===== src/rtl/mem_port_arbiter.sv =====
// mem_port_arbiter: shares one single-ported backing memory between the
// instruction-fetch port (IF) and the data-memory port (DM).
// Each access occupies the memory for ACCESS_CYCLES cycles (BUSY), followed
// by a one-cycle completion pulse (DONE) and a return to IDLE.
// Optional build macro: MEM_ARB_ROUND_ROBIN_EN -- ties in IDLE alternate
// between the ports; when undefined, DM always wins a tie.
module mem_port_arbiter #(
   parameter int ACCESS_CYCLES = 4
) (
   input  logic        clk,
   input  logic        rst,
   input  logic        if_req,
   input  logic [31:0] if_addr,
   output logic [31:0] if_rdata,
   output logic        if_ready,
   input  logic        dm_req,
   input  logic        dm_we,
   input  logic [31:0] dm_addr,
   input  logic [31:0] dm_wdata,
   output logic [31:0] dm_rdata,
   output logic        dm_ready,
   output logic [31:0] mem_addr,
   output logic [31:0] mem_wdata,
   output logic        mem_we,
   output logic        mem_re,
   input  logic [31:0] mem_rdata,
   output logic        freeze
);

   typedef enum logic [1:0] {IDLE, BUSY, DONE} state_t;

   localparam logic [3:0] LAST_CNT = 4'(ACCESS_CYCLES - 1);

   state_t      state_reg, state_next;
   logic        grant_reg, grant_next;   // 0 = IF, 1 = DM
   logic [3:0]  cnt_reg, cnt_next;
   logic [31:0] if_rdata_reg, dm_rdata_reg;
   logic        win_dm;
   logic        cap_if, cap_dm;
   logic        busy;
   logic        granted_we;
   logic        unused_addr_bits;

   // Tie-break: who takes the memory when both ports ask in the same IDLE cycle.
`ifdef MEM_ARB_ROUND_ROBIN_EN
   assign win_dm = dm_req & (~if_req | ~grant_reg);
`else
   assign win_dm = dm_req;
`endif

   // State, grant, cycle counter and read-data registers.
   always_ff @(posedge clk or posedge rst) begin
      if (rst) begin
         state_reg    <= IDLE;
         grant_reg    <= 1'b0;
         cnt_reg      <= '0;
         if_rdata_reg <= '0;
         dm_rdata_reg <= '0;
      end else begin
         state_reg <= state_next;
         grant_reg <= grant_next;
         cnt_reg   <= cnt_next;
         if (cap_if) if_rdata_reg <= mem_rdata;
         if (cap_dm) dm_rdata_reg <= mem_rdata;
      end
   end

   // Next-state logic: arbitrate in IDLE, count memory cycles in BUSY,
   // pulse ready in DONE and always fall back to IDLE afterwards.
   always_comb begin
      state_next = state_reg;
      grant_next = grant_reg;
      cnt_next   = cnt_reg;
      cap_if     = 1'b0;
      cap_dm     = 1'b0;
      case (state_reg)
         IDLE: begin
            if (if_req | dm_req) begin
               grant_next = win_dm;
               cnt_next   = '0;
               state_next = BUSY;
            end
         end
         BUSY: begin
            cnt_next = cnt_reg + 4'd1;
            if (cnt_reg == LAST_CNT) begin
               state_next = DONE;
               cap_if     = ~grant_reg;
               cap_dm     = grant_reg & ~dm_we;
            end
         end
         DONE: begin
            state_next = IDLE;
         end
         default: begin
            state_next = IDLE;
         end
      endcase
   end

   // Memory-side outputs are live only while BUSY; address/we/wdata come
   // straight from the granted requester, which holds them until ready.
   always_comb begin
      busy       = (state_reg == BUSY);
      granted_we = grant_reg & dm_we;
      mem_addr   = '0;
      mem_wdata  = '0;
      mem_we     = 1'b0;
      mem_re     = 1'b0;
      if (busy) begin
         mem_addr  = {2'b00, (grant_reg ? dm_addr[31:2] : if_addr[31:2])};
         mem_wdata = dm_wdata;
         mem_we    = granted_we;
         mem_re    = ~granted_we;
      end
   end

   // Byte offsets are irrelevant to a word-addressed memory.
   assign unused_addr_bits = ^{if_addr[1:0], dm_addr[1:0]};

   assign if_ready = (state_reg == DONE) & ~grant_reg;
   assign dm_ready = (state_reg == DONE) & grant_reg;
   assign if_rdata = if_rdata_reg;
   assign dm_rdata = dm_rdata_reg;

   // Stall the pipeline while any requester is still waiting for its access.
   assign freeze = (if_req & ~if_ready) | (dm_req & ~dm_ready);

endmodule


===== config.mk =====
export PLATFORM = sky130hd
export DESIGN_NAME = mem_port_arbiter
export DESIGN_NICKNAME = d
export VERILOG_FILES = /design/src/rtl/mem_port_arbiter.sv
export SDC_FILE = /design/constraint.sdc
export NUM_CORES = 1
export LEC_CHECK = 0
export CAP_MARGIN = 20
export CORE_MARGIN = 8
export CORE_UTILIZATION = 37
export CTS_CLUSTER_DIAMETER = 30
export DETAILED_ROUTE_END_ITERATION = 8
export PLACE_DENSITY = 0.86
export SLEW_MARGIN = 30
export SYNTH_ARGS = -nofsm -noshare
export SYNTH_HDL_FRONTEND = slang
export SYNTH_SLANG_ARGS = --single-unit

===== constraint.sdc =====
create_clock -name clk -period 4.1 [get_ports clk]
set_clock_uncertainty 0.15 [all_clocks]
set_input_delay 0.82 -clock clk [delete_from_list [all_inputs] [get_ports clk]]
set_output_delay 0.82 -clock clk [all_outputs]
set_load 0.05 [all_outputs]

==> results.cfg, run 1 <==
[clock_network]
clockBufferDepth = 2
post_cts_buffers = 0
cts_root_buf = clkbuf_8
hold_buffers = 0
clk-insertion-delay-late_ns = 0.33
cts_tree = yes
post_cts_resized = 0
clkTransAtPathRegs_ns = 0.07
cts_made_buffers = 9
htreeDepth = 3
clock-sinks = 71

[worst_setup_path]
cp_max_fo = 3
r2r_setup_slack_ns = 1.90
critPathMostFrequentCell = clkdlybuf4s50_1
worst_setup_path_end_kind = primary output
cp.arrival_ns = 2.39
r2r-end = if_rdata[18]
max_stage_delay_ns = 0.84
crit_type = input pin to primary output
worst_setup_path_start_kind = input pin
cp.required_ns = 3.13
path_cells = clkdlybuf4s50_1 -> inv_1 -> o22ai_1 -> clkdlybuf4s50_1
cp_num_buf_inv = 3
cp_top_family = buffers and inverters
cp_slowest_cell = clkdlybuf4s50_1
r2r-start = cnt_reg[0]
r2r_cells = 4

[sta]
fin_crit_sh = 0.820
clock.fmax_ghz = 0.298
setup_tns_ns = 0
rsz0062_at_grt = no
drv_slew = 0
max-slew-margin-rel = 0.425
worstMarginPinSlew_ns = 0.859
hold_violations = 0
setup_viol = 0
fin_crit_ns = 3.36
fin_hold_ws_ns = 0.358

[synthesis]
synth.distinct_cells = 31
ys_seq_elements = 71
netlist_area_um2 = 3590
yosys_warnings = 0
syn_area_per_cell_um2 = 12.8
syn_inst = 281
seq_area_frac_synth = 0.495

[drt]
drc_errors = 0
final_antenna_net_count = 0
vias = 3075
drt_iter0_drc = 114
wl_mm = 12.4
vias_per_cell = 4.56
post_drt_wl_per_cell_um = 18.3
drtPass1Iterations = 4

[power]
total_power_w = 0.00622
irDropWorstVdd_mv = 0.502
power_density_nw_per_um2 = 962
p_leak_nw = 2.87

[floorplanning]
initial_core_util = 0.374
io_pins = 266
dieArea_um2 = 13100
core_area_um2 = 9590
rows = 36
die_x_um = 115
die_h_um = 115

[final_layout]
drive_gt1_frac = 0.172
area_growth_pct = 80.1
fill_cells = 707
seq_area_um2 = 1780
n_antenna_cell = 0
multi_input_area_um2 = 1670
layout_common_cells = clkdlybuf4s50_1, dfrtp_1, nor2_1
nets = 671
final_common_cell = clkdlybuf4s50_1

[hold_path]
hp-start = if_rdata[19]
whs_path_depth = 1
whs_endpoint = if_rdata[19]
hold_class = register to register

[grt]
grt_pass1_wl_mm = 18.9
antenna_found_initial = 0
first_global_vias = 3502
gr-total-overflow = 0
grt_usage = 0.186
grt_max_degree = 51

[job]
maxCapViolCount = 0

[place]
place_congestion = 0.771
port_buffers = 259
dp_hpwl_mm = 9.99

[outcome]
outcome = completed
-- worst max path at each step --
| stage | startpoint | end | slack [ns] | cells past startpoint |
|---|---|---|---|---|
| after global placement | if_req | freeze | 0.76 | 4 |
| after global routing | state_reg[0] | mem_wdata[13] | 0.61 | 3 |
| after CTS | state_reg[0] | mem_wdata[1] | 0.46 | 3 |
| final | if_req | freeze | 0.74 | 4 |
| after floorplan | state_reg[1] | freeze | 0.68 | 3 |
| after detailed placement | if_req | freeze | 0.74 | 4 |
-- layer usage --
| metal | routed length (um) | track usage | vias up |
|---|---|---|---|
| met5 | 0 | 0 | - |
| met4 | 216 | 0.0710 | 0 |
| met2 | 6670 | 0.347 | 138 |
| met3 | 1070 | 0.0633 | 14 |
| li1 | - | - | 1463 |
| met1 | 4430 | 0.184 | 1460 |
-- cells by family (layout without fill, tap and decap cells) --
logic type	Yosys count	after routing	synth area share
AND/OR/NAND/NOR	79	79	0.120
AO/OA/AOI/OAI	10	10	0.0188
other	1	2	0.00104
XOR/XNOR	1	1	0.00244
multiplexers	94	94	0.318
flip-flops	71	71	0.495
adder cells (fa/ha/maj)	1	1	0.00348
buffers and inverters	24	284	0.0422
-- stage by stage --
| stage | std cells | worst slack (ns) | util | area (um2) |
|---|---|---|---|---|
| 2_1_floorplan | 282 | 0.683 | - | 3590 |
| 3_3_place_gp | 659 | 0.758 | 0.653 | 6260 |
| 3_5_place_dp | 659 | 0.744 | 0.653 | 6260 |
| 4_1_cts | 675 | 0.460 | 0.673 | 6460 |
| 5_1_grt | 675 | 0.613 | 0.674 | 6470 |
| 6_report | 675 | 0.739 | 0.674 | 6470 |
-- area by class of cell --
type / count / area share
Multi-Input combinational cell: 187 / 0.259
Timing Repair Buffer: 265 / 0.408
Sequential cell: 71 / 0.275
Tap cell: 133 / 0.0257
Inverter: 3 / 0.00213
Clock buffer: 10 / 0.0197
Clock inverter: 6 / 0.0106
-- report_power, final --
group          switching, W  internal [W]
combinational       0.00275       0.00162
sequential         0.000246       0.00105
clock              0.000269      0.000284
-- synthesized netlist by cell type --
cell / n / area share
inv_1: 3 / 0.0031
nand3_4: 1 / 0.0049
o21ai_0: 3 / 0.0042
and2_1: 32 / 0.056
o22ai_1: 1 / 0.0017
and4bb_4: 1 / 0.0045
nand3_1: 1 / 0.0014
nor2_1: 34 / 0.036
clkbuf_1: 6 / 0.0063
mux2_2: 32 / 0.10
and3_1: 1 / 0.0017
o21ba_2: 1 / 0.0028
conb_1: 1 / 0.0010
a21oi_1: 2 / 0.0028
buf_4: 2 / 0.0042
nand2_2: 1 / 0.0017
buf_2: 7 / 0.0098
a22o_1: 3 / 0.0073
dfrtp_1: 71 / 0.49
and3b_1: 1 / 0.0024
nand2b_1: 1 / 0.0017
or2_2: 1 / 0.0017
nand2_1: 1 / 0.0010
xnor2_1: 1 / 0.0024
nor2b_1: 2 / 0.0035
buf_6: 6 / 0.019
mux2_4: 32 / 0.13
nor3_1: 1 / 0.0014
nor3b_1: 1 / 0.0021
mux2i_1: 30 / 0.084
ha_1: 1 / 0.0035
Power figures use the tool's default switching activity.
==> inputs of run 2 (changes only) <==
- CORE_UTILIZATION: 37 -> 31
- PLACE_DENSITY: 0.86 -> 0.77
- clock period: 4.1 -> 2.85 ns (I/O delays scaled with it)
==> run 2 against run 1 <==
  * Non-clock buffer count up 1
  * Combinational power up 66%
  * Sequential share of layout area down 3.2 points
  * Count of clock-buffer cells in the layout unchanged
  * Global-route usage down 2.0 points
  * Via count down 0.29%
  * Register-to-register slack worse by 1.1 ns
  * Sequential power up 45%
  * Critical path type is now register to primary output
==> results.cfg, run 2 (synthesized netlist as in run 1, its figures left out) <==
[outcome]
outcome = completed

[job]
maxCapViolCount = 0

[place]
placedCellCount = 670
dp_hpwl_mm = 10.8
place_congestion = 0.755
port_buffers = 259

[clock_network]
cts_tree = yes
htreeDepth = 3
post_cts_resized = 0
clock-sinks = 71
clockBufferDepth = 2
cts_made_buffers = 9
clk-insertion-delay-late_ns = 0.32
clkTransAtPathRegs_ns = 0.06
cts_root_buf = clkbuf_16
hold_buffers = 0
post_cts_buffers = 0

[sta]
setup_viol = 0
hold_violations = 0
max-slew-margin-rel = 0.636
fin_crit_sh = 0.874
drv_slew = 0
setup_tns_ns = 0
clock.fmax_ghz = 0.401
fin_crit_ns = 2.49
rsz0062_at_grt = no
worstMarginPinSlew_ns = 0.545

[final_layout]
nets = 672
final_core_util = 0.643
layout.cells.non_filler = 686
fill_cells = 856
drive_gt1_frac = 0.297
layout_common_cells = clkdlybuf4s50_1, dfrtp_1, buf_12
n_antenna_cell = 0
final_common_cell = clkdlybuf4s50_1
area_growth_pct = 104

[worst_setup_path]
cp_slowest_cell = dfrtp_1
crit_path_start = state_reg[0]
crit_type = register to primary output
cp_max_fo = 33
path_cells = nor2b_1 -> buf_4 -> and3_1 -> buf_12
max_stage_delay_ns = 0.45
worst_setup_path_start_kind = register
cp.required_ns = 2.13
cp.arrival_ns = 1.77
worst_setup_path_end_kind = primary output
r2r-start = cnt_reg[0]

[drt]
wl_mm = 13.0
drt_iter0_drc = 165
drtPass1Iterations = 3
drc_errors = 0
vias = 3066
vias_per_cell = 4.47
post_drt_wl_per_cell_um = 18.9
final_antenna_net_count = 0

[grt]
grt_pass1_wl_mm = 19.3
antenna_found_initial = 1
first_global_vias = 3521
gr-total-overflow = 0
use_met1 = 0.163
use_met2 = 0.299
grt_usage = 0.165
use_met3 = 0.0748
grt.busiest_layer = met2
grt_max_degree = 34

[floorplanning]
initial_core_util = 0.316
io_pins = 266
die_x_um = 124
die_h_um = 124
dieArea_um2 = 15300
rows = 39
core_area_um2 = 11400

[hold_path]
hold_class = register to register
hp-start = if_rdata[4]

[power]
irDropWorstVdd_mv = 0.869
p_leak_nw = 3.29
power_density_nw_per_um2 = 1410
total_power_w = 0.0103
==> run 2: final cells by class <==
class	count	area, um2	share of cell area
clock buffers	10	229	0.0313
well taps	143	179	0.0245
flip-flops and latches	71	1780	0.243
multi-input cells	187	1670	0.229
clock inverters	6	92.6	0.0127
repair buffers	266	3350	0.458
inverters	3	11.3	0.00154
==> run 2: final timing paths <==
check | endpoint | slack (ns) | cells past startpoint
max | mem_we | 0.36 | 4
min | if_rdata[4] | 0.35 | 1
max reg2reg | dm_rdata[14] | 0.79 | 5
min reg2reg | if_rdata[4] | 0.35 | 1
max in group asynchronous | dm_rdata[9] | 1.56 | 3
min in group asynchronous | if_rdata[7] | 0.45 | 2
==> run 2: stage by stage <==
step	instance area [um2]	worst slack, ns	hold slack [ns]
2_1_floorplan	3600	0.333	0.332
3_3_place_gp	6990	0.431	0.338
3_5_place_dp	6990	0.402	0.345
4_1_cts	7310	0.322	0.359
5_1_grt	7310	0.202	0.369
6_report	7310	0.358	0.355
==> run 2: metal layers <==
metal / share of wire / vias to the layer above / wire [um]
met2: 0.52 / 155 / 6770
met5: 0.00092 / - / 12
met3: 0.12 / 18 / 1550
met4: 0.019 / 2 / 252
li1: - / 1463 / -
met1: 0.34 / 1428 / 4380
==> run 2: power by group <==
| part | leakage [nW] | internal (W) | total, W | switching [W] |
|---|---|---|---|---|
| sequential | 0.868 | 0.00151 | 0.00187 | 0.000353 |
| combinational | 2.27 | 0.00308 | 0.00724 | 0.00415 |
| clock | 0.150 | 0.000772 | 0.00120 | 0.000425 |
| total | 3.29 | 0.00537 | 0.0103 | 0.00493 |
==> run 2: critical path, delay by kind of cell (launching register included) <==
kind | cells | cell delay [ns]
flops | 1 | 0.45
buf+inv | 2 | 0.46
simple gates | 2 | 0.54
==> inputs of run 3 (changes only) <==
- CAP_MARGIN: 20 -> 40
- CORE_MARGIN: 8 -> 2
==> run 3 against run 2 <==
  * Count of clock-buffer cells in the layout unchanged
  * Critical endpoint is now mem_addr[7]
  * Die area decreased by 18%
  * Cell count grew 0.15%
  * Hold slack got worse by 0.0023 ns
  * First-iteration DRC count is 22% lower
  * Routed wire length decreased by 12%
  * Worst setup slack worse by 0.10 ns
  * Clock power is 7% lower
  * Combinational power decreased by 1%
  * Critical path type unchanged
  * Sequential share of layout area rose by 0.15 points
  * Non-clock buffer count stayed put
==> results.cfg, run 3 (synthesized netlist as in run 1, its figures left out) <==
[outcome]
outcome = completed

[place]
place_congestion = 0.835
place_area_um2 = 6970
dp_hpwl_mm = 9.31
port_buffers = 259

[worst_setup_path]
crit_type = register to primary output
cp.required_ns = 2.13
worst_setup_path_end_kind = primary output
cp.arrival_ns = 1.87
worst_setup_path_start_kind = register
cp_max_fo = 24

[power]
total_power_w = 0.0102
power_density_nw_per_um2 = 1400
p_leak_nw = 3.27
irDropWorstVdd_mv = 0.953

[sta]
drv_slew = 0
fin_crit_sh = 0.910
fin_crit_ns = 2.59
clock.fmax_ghz = 0.386
setup_tns_ns = 0
max-slew-margin-rel = 0.610
rsz0062_at_grt = no
hold_violations = 0
worstMarginPinSlew_ns = 0.584
setup_viol = 0

[floorplanning]
dieArea_um2 = 12500
core_area_um2 = 11400
die_x_um = 112
io_pins = 266
die_h_um = 112
rows = 39
initial_core_util = 0.316

[grt]
antenna_found_initial = 2
use_met2 = 0.338
gr-total-overflow = 0
grt.busiest_layer = met2
use_met3 = 0.0533
grt_pass1_wl_mm = 17.9
use_met1 = 0.193
grt_max_degree = 50
grt_usage = 0.181
first_global_vias = 3285

[drt]
vias = 3095
wl_mm = 11.4
drt_iter0_drc = 128
drc_errors = 0
drtPass1Iterations = 3
post_drt_wl_per_cell_um = 16.6
vias_per_cell = 4.51
final_antenna_net_count = 0

[final_layout]
finalInstanceArea_um2 = 7270
fill_cells = 852
nets = 672
layout_common_cells = clkdlybuf4s50_1, dfrtp_1, buf_12
final_common_cell = clkdlybuf4s50_1
drive_gt1_frac = 0.297
area_growth_pct = 102

[clock_network]
clk-insertion-delay-late_ns = 0.32
post_cts_resized = 0
cts_root_buf = clkbuf_16
hold_buffers = 0
htreeDepth = 3
cts_tree = yes
clock-sinks = 71
post_cts_buffers = 0
cts_made_buffers = 9
clockBufferDepth = 2
clkTransAtPathRegs_ns = 0.06

[job]
maxCapViolCount = 0

[hold_path]
hold_class = register to register
run 3: cell count changes in the layout (fill, tap and decap cells not counted), sizes merged:
cell,change
inv,-2
clkinv,+2
diode,+2
bufinv,-1
run 3: critical path: stages (launching register included):
cell     delay [ns]
dfrtp_2        0.74
buf_4          0.31
mux2i_1        0.23
nor2_1         0.09
buf_12         0.17
run 3: final timing paths:
| kind | startpoint | to | slack (ns) | depth (start not counted) |
|---|---|---|---|---|
| hold reg to reg | if_rdata[2] | if_rdata[2] | 0.35 | 1 |
| min in group asynchronous | rst | dm_rdata[25] | 0.44 | 2 |
| max in group asynchronous | rst | if_rdata[10] | 1.48 | 3 |
| setup reg to reg | cnt_reg[0] | dm_rdata[13] | 0.76 | 5 |
| hold / removal | if_rdata[2] | if_rdata[2] | 0.35 | 1 |
| setup / recovery | grant_reg | mem_addr[7] | 0.26 | 4 |
run 3: final cells by class:
type	count	area (um2)	area share
diodes	2	5.00	0.000688
inverters	3	11.3	0.00155
clock inverters	5	58.8	0.00809
repair buffers	266	3330	0.458
multi-input cells	187	1670	0.230
clock buffers	10	239	0.0329
well taps	143	179	0.0246
flip-flops and latches	71	1780	0.245
run 3: metal layers:
layer  routed length, um  share of wire
met1                4110           0.36
met2                6240           0.55
met3                 824          0.072
met4                 215          0.019
met5                   0              0
run 3: power by group:
part / total (W) / switching (W) / internal (W) / leakage, nW
registers: 0.00189 / 0.000376 / 0.00151 / 0.868
logic: 0.00716 / 0.00409 / 0.00307 / 2.26
clock network: 0.00111 / 0.000415 / 0.000696 / 0.141
run 3: through the flow:
step,hold slack [ns],setup WS (ns),utilization,std cells
floorplan,0.332,0.333,-,282
global placement,0.335,0.470,0.613,670
detailed placement,0.344,0.414,0.613,670
CTS,0.357,0.224,0.639,685
global route,0.372,0.129,0.639,687
finish,0.353,0.256,0.639,687
